==> src/rtl/matrix_stream_loader_if.sv <==
// Word-stream input and packed-matrix output handshakes
// for the matrix stream loader.
interface matrix_stream_loader_if #(
  parameter int DATA_W  = 16,
  parameter int N_ELEMS = 16
);
  logic [DATA_W-1:0]         s_data;
  logic                      s_valid;
  logic                      s_last;
  logic                      s_ready;
  logic [DATA_W*N_ELEMS-1:0] mat_out;
  logic                      mat_valid;
  logic                      mat_ack;

  modport master (
    output s_data, s_valid, s_last, mat_ack,
    input  s_ready, mat_out, mat_valid
  );

  modport slave (
    input  s_data, s_valid, s_last, mat_ack,
    output s_ready, mat_out, mat_valid
  );
endinterface

==> src/rtl/matrix_stream_loader.sv <==
// Packs a serial stream of 16 Q5.10 words into a 4x4 flat matrix bus,
// double-buffered with a held output released by a one-cycle ack.
module matrix_stream_loader #(
  parameter int DATA_W  = 16,
  parameter int N_ELEMS = 16,
  parameter int CNT_W   = 8
) (
  input  logic                 clk,
  input  logic                 rst,
  matrix_stream_loader_if.slave bus,
  output logic                 err_len,
  output logic [CNT_W-1:0]     frame_cnt
);
  localparam int IDX_W = $clog2(N_ELEMS);
  localparam int STG_W = DATA_W * (N_ELEMS - 1);
  localparam int MAT_W = DATA_W * N_ELEMS;
  localparam logic [IDX_W-1:0] LAST = IDX_W'(N_ELEMS - 1);

  typedef enum logic {FILL, DRAIN} state_t;

  state_t           state;
  logic [IDX_W-1:0] idx;
  logic [STG_W-1:0] staging;
  logic [MAT_W-1:0] mat_q;
  logic             vld_q;
  logic             at_last;
  logic             hold;
  logic             xfer;
  logic             good;

  assign at_last = (idx == LAST);
  // Final word must wait while the held matrix is still unconsumed.
  assign hold = at_last & vld_q & ~bus.mat_ack;
  assign bus.s_ready = ~rst & ((state == DRAIN) | ~hold);
  assign xfer = bus.s_valid & bus.s_ready;
  assign good = xfer & (state == FILL) & bus.s_last & at_last;

  assign bus.mat_out   = mat_q;
  assign bus.mat_valid = vld_q;

  always_ff @(posedge clk) begin
    if (rst) begin
      state     <= FILL;
      idx       <= '0;
      staging   <= '0;
      mat_q     <= '0;
      vld_q     <= 1'b0;
      err_len   <= 1'b0;
      frame_cnt <= '0;
    end else begin
      err_len <= 1'b0;
      if (bus.mat_ack & vld_q & ~good)
        vld_q <= 1'b0;
      unique case (state)
        FILL: begin
          if (xfer) begin
            for (int k = 0; k < N_ELEMS - 1; k++)
              if (idx == IDX_W'(k))
                staging[k*DATA_W +: DATA_W] <= bus.s_data;
            unique case (1'b1)
              bus.s_last & ~at_last: begin
                err_len <= 1'b1;
                idx     <= '0;
              end
              ~bus.s_last & at_last: begin
                err_len <= 1'b1;
                idx     <= '0;
                state   <= DRAIN;
              end
              good: begin
                mat_q     <= {bus.s_data, staging};
                vld_q     <= 1'b1;
                frame_cnt <= frame_cnt + 1'b1;
                idx       <= '0;
              end
              default: idx <= idx + 1'b1;
            endcase
          end
        end
        DRAIN: begin
          if (xfer & bus.s_last)
            state <= FILL;
        end
      endcase
    end
  end
endmodule

==> src/flat_wrapper.sv <==
// flat-port wrapper written by rule: the top's interface ports become plain ports
module matrix_stream_loader_flat 
#(
  parameter int DATA_W  = 16,
  parameter int N_ELEMS = 16,
  parameter int CNT_W   = 8
)
  (clk, rst, err_len, frame_cnt, bus_s_data, bus_s_valid, bus_s_last, bus_mat_ack, bus_s_ready, bus_mat_out, bus_mat_valid);
  matrix_stream_loader_if #(.DATA_W(DATA_W), .N_ELEMS(N_ELEMS)) bus_i ();
  input  logic clk;
  input  logic rst;
  output logic err_len;
  output logic [CNT_W-1:0] frame_cnt;
  input wire logic [$bits(bus_i.s_data)-1:0] bus_s_data;
  input wire logic [$bits(bus_i.s_valid)-1:0] bus_s_valid;
  input wire logic [$bits(bus_i.s_last)-1:0] bus_s_last;
  input wire logic [$bits(bus_i.mat_ack)-1:0] bus_mat_ack;
  output wire logic [$bits(bus_i.s_ready)-1:0] bus_s_ready;
  output wire logic [$bits(bus_i.mat_out)-1:0] bus_mat_out;
  output wire logic [$bits(bus_i.mat_valid)-1:0] bus_mat_valid;
  assign bus_i.s_data = bus_s_data;
  assign bus_i.s_valid = bus_s_valid;
  assign bus_i.s_last = bus_s_last;
  assign bus_i.mat_ack = bus_mat_ack;
  assign bus_s_ready = bus_i.s_ready;
  assign bus_mat_out = bus_i.mat_out;
  assign bus_mat_valid = bus_i.mat_valid;
  matrix_stream_loader #(.DATA_W(DATA_W), .N_ELEMS(N_ELEMS), .CNT_W(CNT_W)) u_core (.clk(clk), .rst(rst), .bus(bus_i), .err_len(err_len), .frame_cnt(frame_cnt));
endmodule
==> config.mk <==
export PLATFORM = sky130hd
export DESIGN_NAME = matrix_stream_loader_flat
export DESIGN_NICKNAME = d
export VERILOG_FILES = /design/src/rtl/matrix_stream_loader_if.sv /design/src/rtl/matrix_stream_loader.sv /design/src/flat_wrapper.sv
export SDC_FILE = /design/constraint.sdc
export NUM_CORES = 1
export LEC_CHECK = 0
export ABC_CLOCK_PERIOD_IN_PS = 2670
export CAP_MARGIN = 30
export CORE_MARGIN = 2
export CORE_UTILIZATION = 53
export DETAILED_ROUTE_END_ITERATION = 6
export PLACE_DENSITY = 0.79
export SYNTH_ARGS = -nofsm -noshare
export SYNTH_HDL_FRONTEND = slang
export SYNTH_SLANG_ARGS = --single-unit
==> constraint.sdc <==
create_clock -name clk -period 2.67 [get_ports clk]
set_clock_uncertainty 0.05 [all_clocks]
set_input_delay 0.534 -clock clk [delete_from_list [all_inputs] [get_ports clk]]
set_output_delay 0.534 -clock clk [all_outputs]
set_load 0.05 [all_outputs]
**Word-level counts from Yosys, hierarchy flattened**

Cells that the tools add are included.

- Add/sub/neg operators: 2
- Eq/ne operators: 15
- Muxes and demuxes: 10
- Bitwise logic cells: 21
- Reductions and logical operators: 21

Operators with widths:

| cell | count |
|---|---|
| 3-bit AND reduction | 16 |
| 4-bit == test (second input constant) | 8 |
| 4-bit by 3-bit == test with 1-bit output (second input constant) | 4 |
| 1-bit AND | 12 |
| 8-bit by 1-bit adder with 8-bit output (second input constant) | 1 |
| 4-bit by 2-bit == test with 1-bit output (second input constant) | 2 |
| 1-bit two-way mux | 8 |
| 1-bit NOT | 8 |
| 3-bit OR reduction | 2 |
| 4-bit by 1-bit adder with 4-bit output (second input constant) | 1 |
| 4-bit by 1-bit == test with 1-bit output (second input constant) | 1 |
| 4-bit zero test | 1 |
| 4-bit two-way mux | 1 |
| 1-bit case mux with 2 select lines | 1 |
| 2-bit AND reduction | 1 |
| 2-bit OR reduction | 1 |
| 1-bit OR | 1 |

- Register bits: 511
- Bits of input ports: 21

**Longest topological paths before layout**

Gate-level depths: netlist of the first run.

- Depth in word-level cells: 16
- Gate-level depth with buffers: 9
- Gate-level depth less buffers: 8

**Least setup slack after synthesis of the first run**

Ideal clock, no wire load.

- Path type: register to output
- From: register u_core.idx[0]
- To: output port bus_s_ready
- Data arrival time: 1.890 ns
- Data required time: 2.086 ns
- Path slack: 0.196 ns
- Cell stages (with the launch flop): 6
- Buffers on the path: 1
- Cells stage by stage: dfxtp_1 > ha_1 > buf_2 > nand3_1 > clkinv_1 > a21oi_1

- Longest elaborated chain between the ends: 6

RTL lines:

| what | line | source |
|---|---|---|
| start, declared | matrix_stream_loader.sv:22 | `logic [IDX_W-1:0] idx;` |
| start signal, assigned | matrix_stream_loader.sv:76 | `default: idx <= idx + 1'b1;` |
| 4-bit == test | matrix_stream_loader.sv:31 | `assign at_last = (idx == LAST);` |
| 1-bit AND (2 in series) | matrix_stream_loader.sv:33 | `assign hold = at_last & vld_q & ~bus.mat_ack;` |
| 1-bit NOT | matrix_stream_loader.sv:34 | `assign bus.s_ready = ~rst & ((state == DRAIN) \| ~hold);` |
| 1-bit OR | matrix_stream_loader.sv:34 |  |
| 1-bit AND | matrix_stream_loader.sv:34 |  |
| end, declared | flat_wrapper.sv:18 | `output wire logic [$bits(bus_i.s_ready)-1:0] bus_s_ready;` |

No other way between the ends.

**Worst setup path in the final report of the first run**

Same ends and word-level chain as after synthesis.

==> results of run 1 <==
-- routing by layer --
metal / vias to the layer above / GRT usage [%] / part of all wire, %
li1: 7738 / - / -
met1: 7559 / 36.9 / 41
met2: 635 / 46.3 / 47
met3: 138 / 5.22 / 8.1
met4: 0 / 12.1 / 4.0
met5: - / 0 / 0
-- sequential cells by signal, summed over array words and instances (netlist names) --
signal / flops
u_core.state: 1
u_core.frame_cnt: 8
u_core.bus.mat_valid: 1
u_core.bus.mat_out: 256
u_core.staging: 240
u_core.err_len: 1
u_core.idx: 4
-- cells by family after synthesis --
kind of cell    after synthesis
compound gates              488
buf+inv                     197
simple gates               1033
xor+xnor                      3
fa+ha+maj                     6
mux                          32
flops                       511
-- cells in the final DEF (no fill, tap or decap), types with 2 or more instances in the layout --
cell type        Yosys  routed
mux2i_1             32      32
nor3b_2              1       2
inv_1                6       6
clkbuf_8             0      14
clkinvlp_4           0       2
nand2b_1             2       2
xnor2_1              3       3
nor4_1               2       2
clkbuf_16            0      53
clkbuf_1           142      13
nand2_1            940     940
buf_12               0      20
or4_1                2       2
clkdlybuf4s50_1      0     285
buf_4                2      57
nor2b_1              3       3
diode_2              0       2
a211oi_4             2       2
and3_1              10      10
or3_1                5       5
o21ai_0              4       4
nand3_1             16      16
ha_1                 6       6
dfxtp_1            511     511
nand4_1              5       5
a21oi_1            477     477
bufinv_16            0       2
clkinv_2             0       4
nor2_1              38      38
-- power by group --
group	leakage [nW]	switching [mW]	total [mW]	internal, mW
Combinational	2.65	0.299	0.382	0.0822
Clock	0.818	2.84	7.03	4.19
Sequential	4.12	0.00894	7.65	7.64
-- critical path: stages, from the launching register on --
cell        delay (ns)
dfxtp_1           0.36
ha_1              0.23
nand3_1           0.24
clkinvlp_4        0.21
a21oi_1           0.16
buf_4             0.24
-- area by class of cell --
class | instances | area (µm²) | share of cell area [%]
inverter | 7 | 30.0 | 0.130
clock buffer | 80 | 1570 | 6.77
multi-input combinational | 1562 | 6970 | 30.1
tap | 448 | 561 | 2.42
clock inverter | 8 | 96.3 | 0.416
antenna | 2 | 5.00 | 0.0216
sequential | 511 | 10200 | 44.2
timing repair buffer | 363 | 3700 | 16.0
-- worst max path at each step --
stage	startpoint	end	slack, ns	depth (start not counted)
final	u_core.idx[0]	bus_s_ready	0.11	5
after global routing	u_core.idx[0]	bus_s_ready	-0.005	5
after CTS	u_core.idx[0]	bus_s_ready	0.01	5
after detailed placement	bus_s_valid	u_core.bus.mat_out[181]	0.03	8
after global placement	bus_s_valid	u_core.staging[215]	0.07	7
after floorplan	u_core.idx[0]	bus_s_ready	0.20	5
-- repair_timing --
| action | 4_1_cts | 5_1_grt |
|---|---|---|
| setup endpoints to repair | 0 | 1 |
| resized for setup | 0 | 1 |
| endpoints found under the hold margin | 0 | 0 |
| buffers inserted | 0 | 2 |
==> run summary, run 1 <==
status = finished, final reports clean
setup TNS = 0 ns
vias per cell = 5.39
Ports = 288
Crit Path Max Fanout = 6
Final Hold Fails = 0
Routed Antenna Nets = 0
Synth area leaders = dfxtp_1 57%, nand2_1 20%, a21oi_1 13%
fmax = 391 MHz
Cells after DPL = 2889
Hold Path Sink = u_core.err_len
max-cap violations = 0
Yosys cell types = 38
Area Growth Syn to Fin = 28.7%
r2r startpoint = u_core.idx[0]
Post-Synth Simple-Gate Area = 22.4%
number of fill cells = 2574
router iterations before antenna repair = 6
die width = 188 µm
Slew @ Worst Pin = 1.28 ns
final HPWL from detailed placement = 31300 µm
area fraction of the dominant cell type after synthesis = 56.9%
CP Launch Type = flip-flop
Netlist Area Pre-Place = 18000 µm²
r2r setup slk = 0.34 ns
crit path kind = flip-flop to output pin
initial antenna violation count = 2
Net count, final = 2522
latest clock arrival within the worst-skew pair = 0.55 ns
DRC = 0
first-pass GRT wire length = 80300 µm
H-tree depth = 2
fin cells = 2981
Max VDD drop = 0.461 mV
r2r endpoint = u_core.idx[3]
# setup viols final = 0
clock root cell = clkbuf_16
pin count of the biggest net entering global routing = 282
main combinational cell family by area after synthesis = simple AND/OR/NAND/NOR gates
Post-synth top cells = 940 x nand2_1, 511 x dfxtp_1, 477 x a21oi_1
Worst Hold Launch = rst
fin crit period = 2.56 ns
Slew Viols, Final = 0
layout cells sized above 1 = 6.44%
fin crit share = 95.9%
crit path capture type = output pin
Core Util, Final = 69.2%
Worst-path clk slew = 0.06 ns
hold slack = 0.388 ns
total core area = 33400 µm²
Row Count = 67
Final WS setup = 0.111 ns
Area after DPL = 21500 µm²
die area = 35400 µm²
YS warnings = 0
RePlAce Congestion = 0.829
clk sinks = 511
worst min path class = primary input to flip-flop
mux cell area share after synthesis = 1.78%
overall routed net length = 51300 µm
total CTS buffers = 50
syn nets = 2297
Mapped Cells = 2270
Post-Synth Adder-Cell Area = 0.417%
DR iter-0 viols = 1412
leading area contributor after synthesis = dfxtp_1
pre-CTS WS = 0.0332 ns
Synth Area in XOR/XNOR = 0.146%
Final Power = 15.1 mW
gr ovfl total = 0
Clock Path Buffers = 3
Pwr Density = 650 nW/µm²
Syn Area/Cell = 7.93 µm²
cts hold-fix bufs = 0
compound-gate portion of the synthesized area = 13.9%
die span in y = 188 µm
Rel. slew slack = 14.9%
Pleak = 7.59 nW
Most used DFF post-synth = dfxtp_1
vias in the first global route = 15061
DR WL/cell = 17.2 µm
CTS tree = yes
critical path arrival = 1.98 ns
#FFs+latches synth = 511
Worst Path Required = 2.09 ns
R2R depth = 8
dominant cell by count in the synthesized netlist = nand2_1
via count = 16070
initial core utilization = 53.8%
asr flop ratio synth = 0%
worst hold stages = 4
Post-synth EDFFs = 0
GR Util All Layers = 28.3%
Seq/Total Area, Yosys = 56.9%
Port-buffer cells = 287
Design Area, Final = 23200 µm²
No activity file was read; power rests on OpenSTA's default activity.
==> run 2: changes to the inputs <==
- GPL_ROUTABILITY_DRIVEN: unset -> 0
- SKIP_CTS_REPAIR_TIMING: unset -> 1
==> results of run 2 <==
Final layout, timing and power as in run 1 (identical DEF).
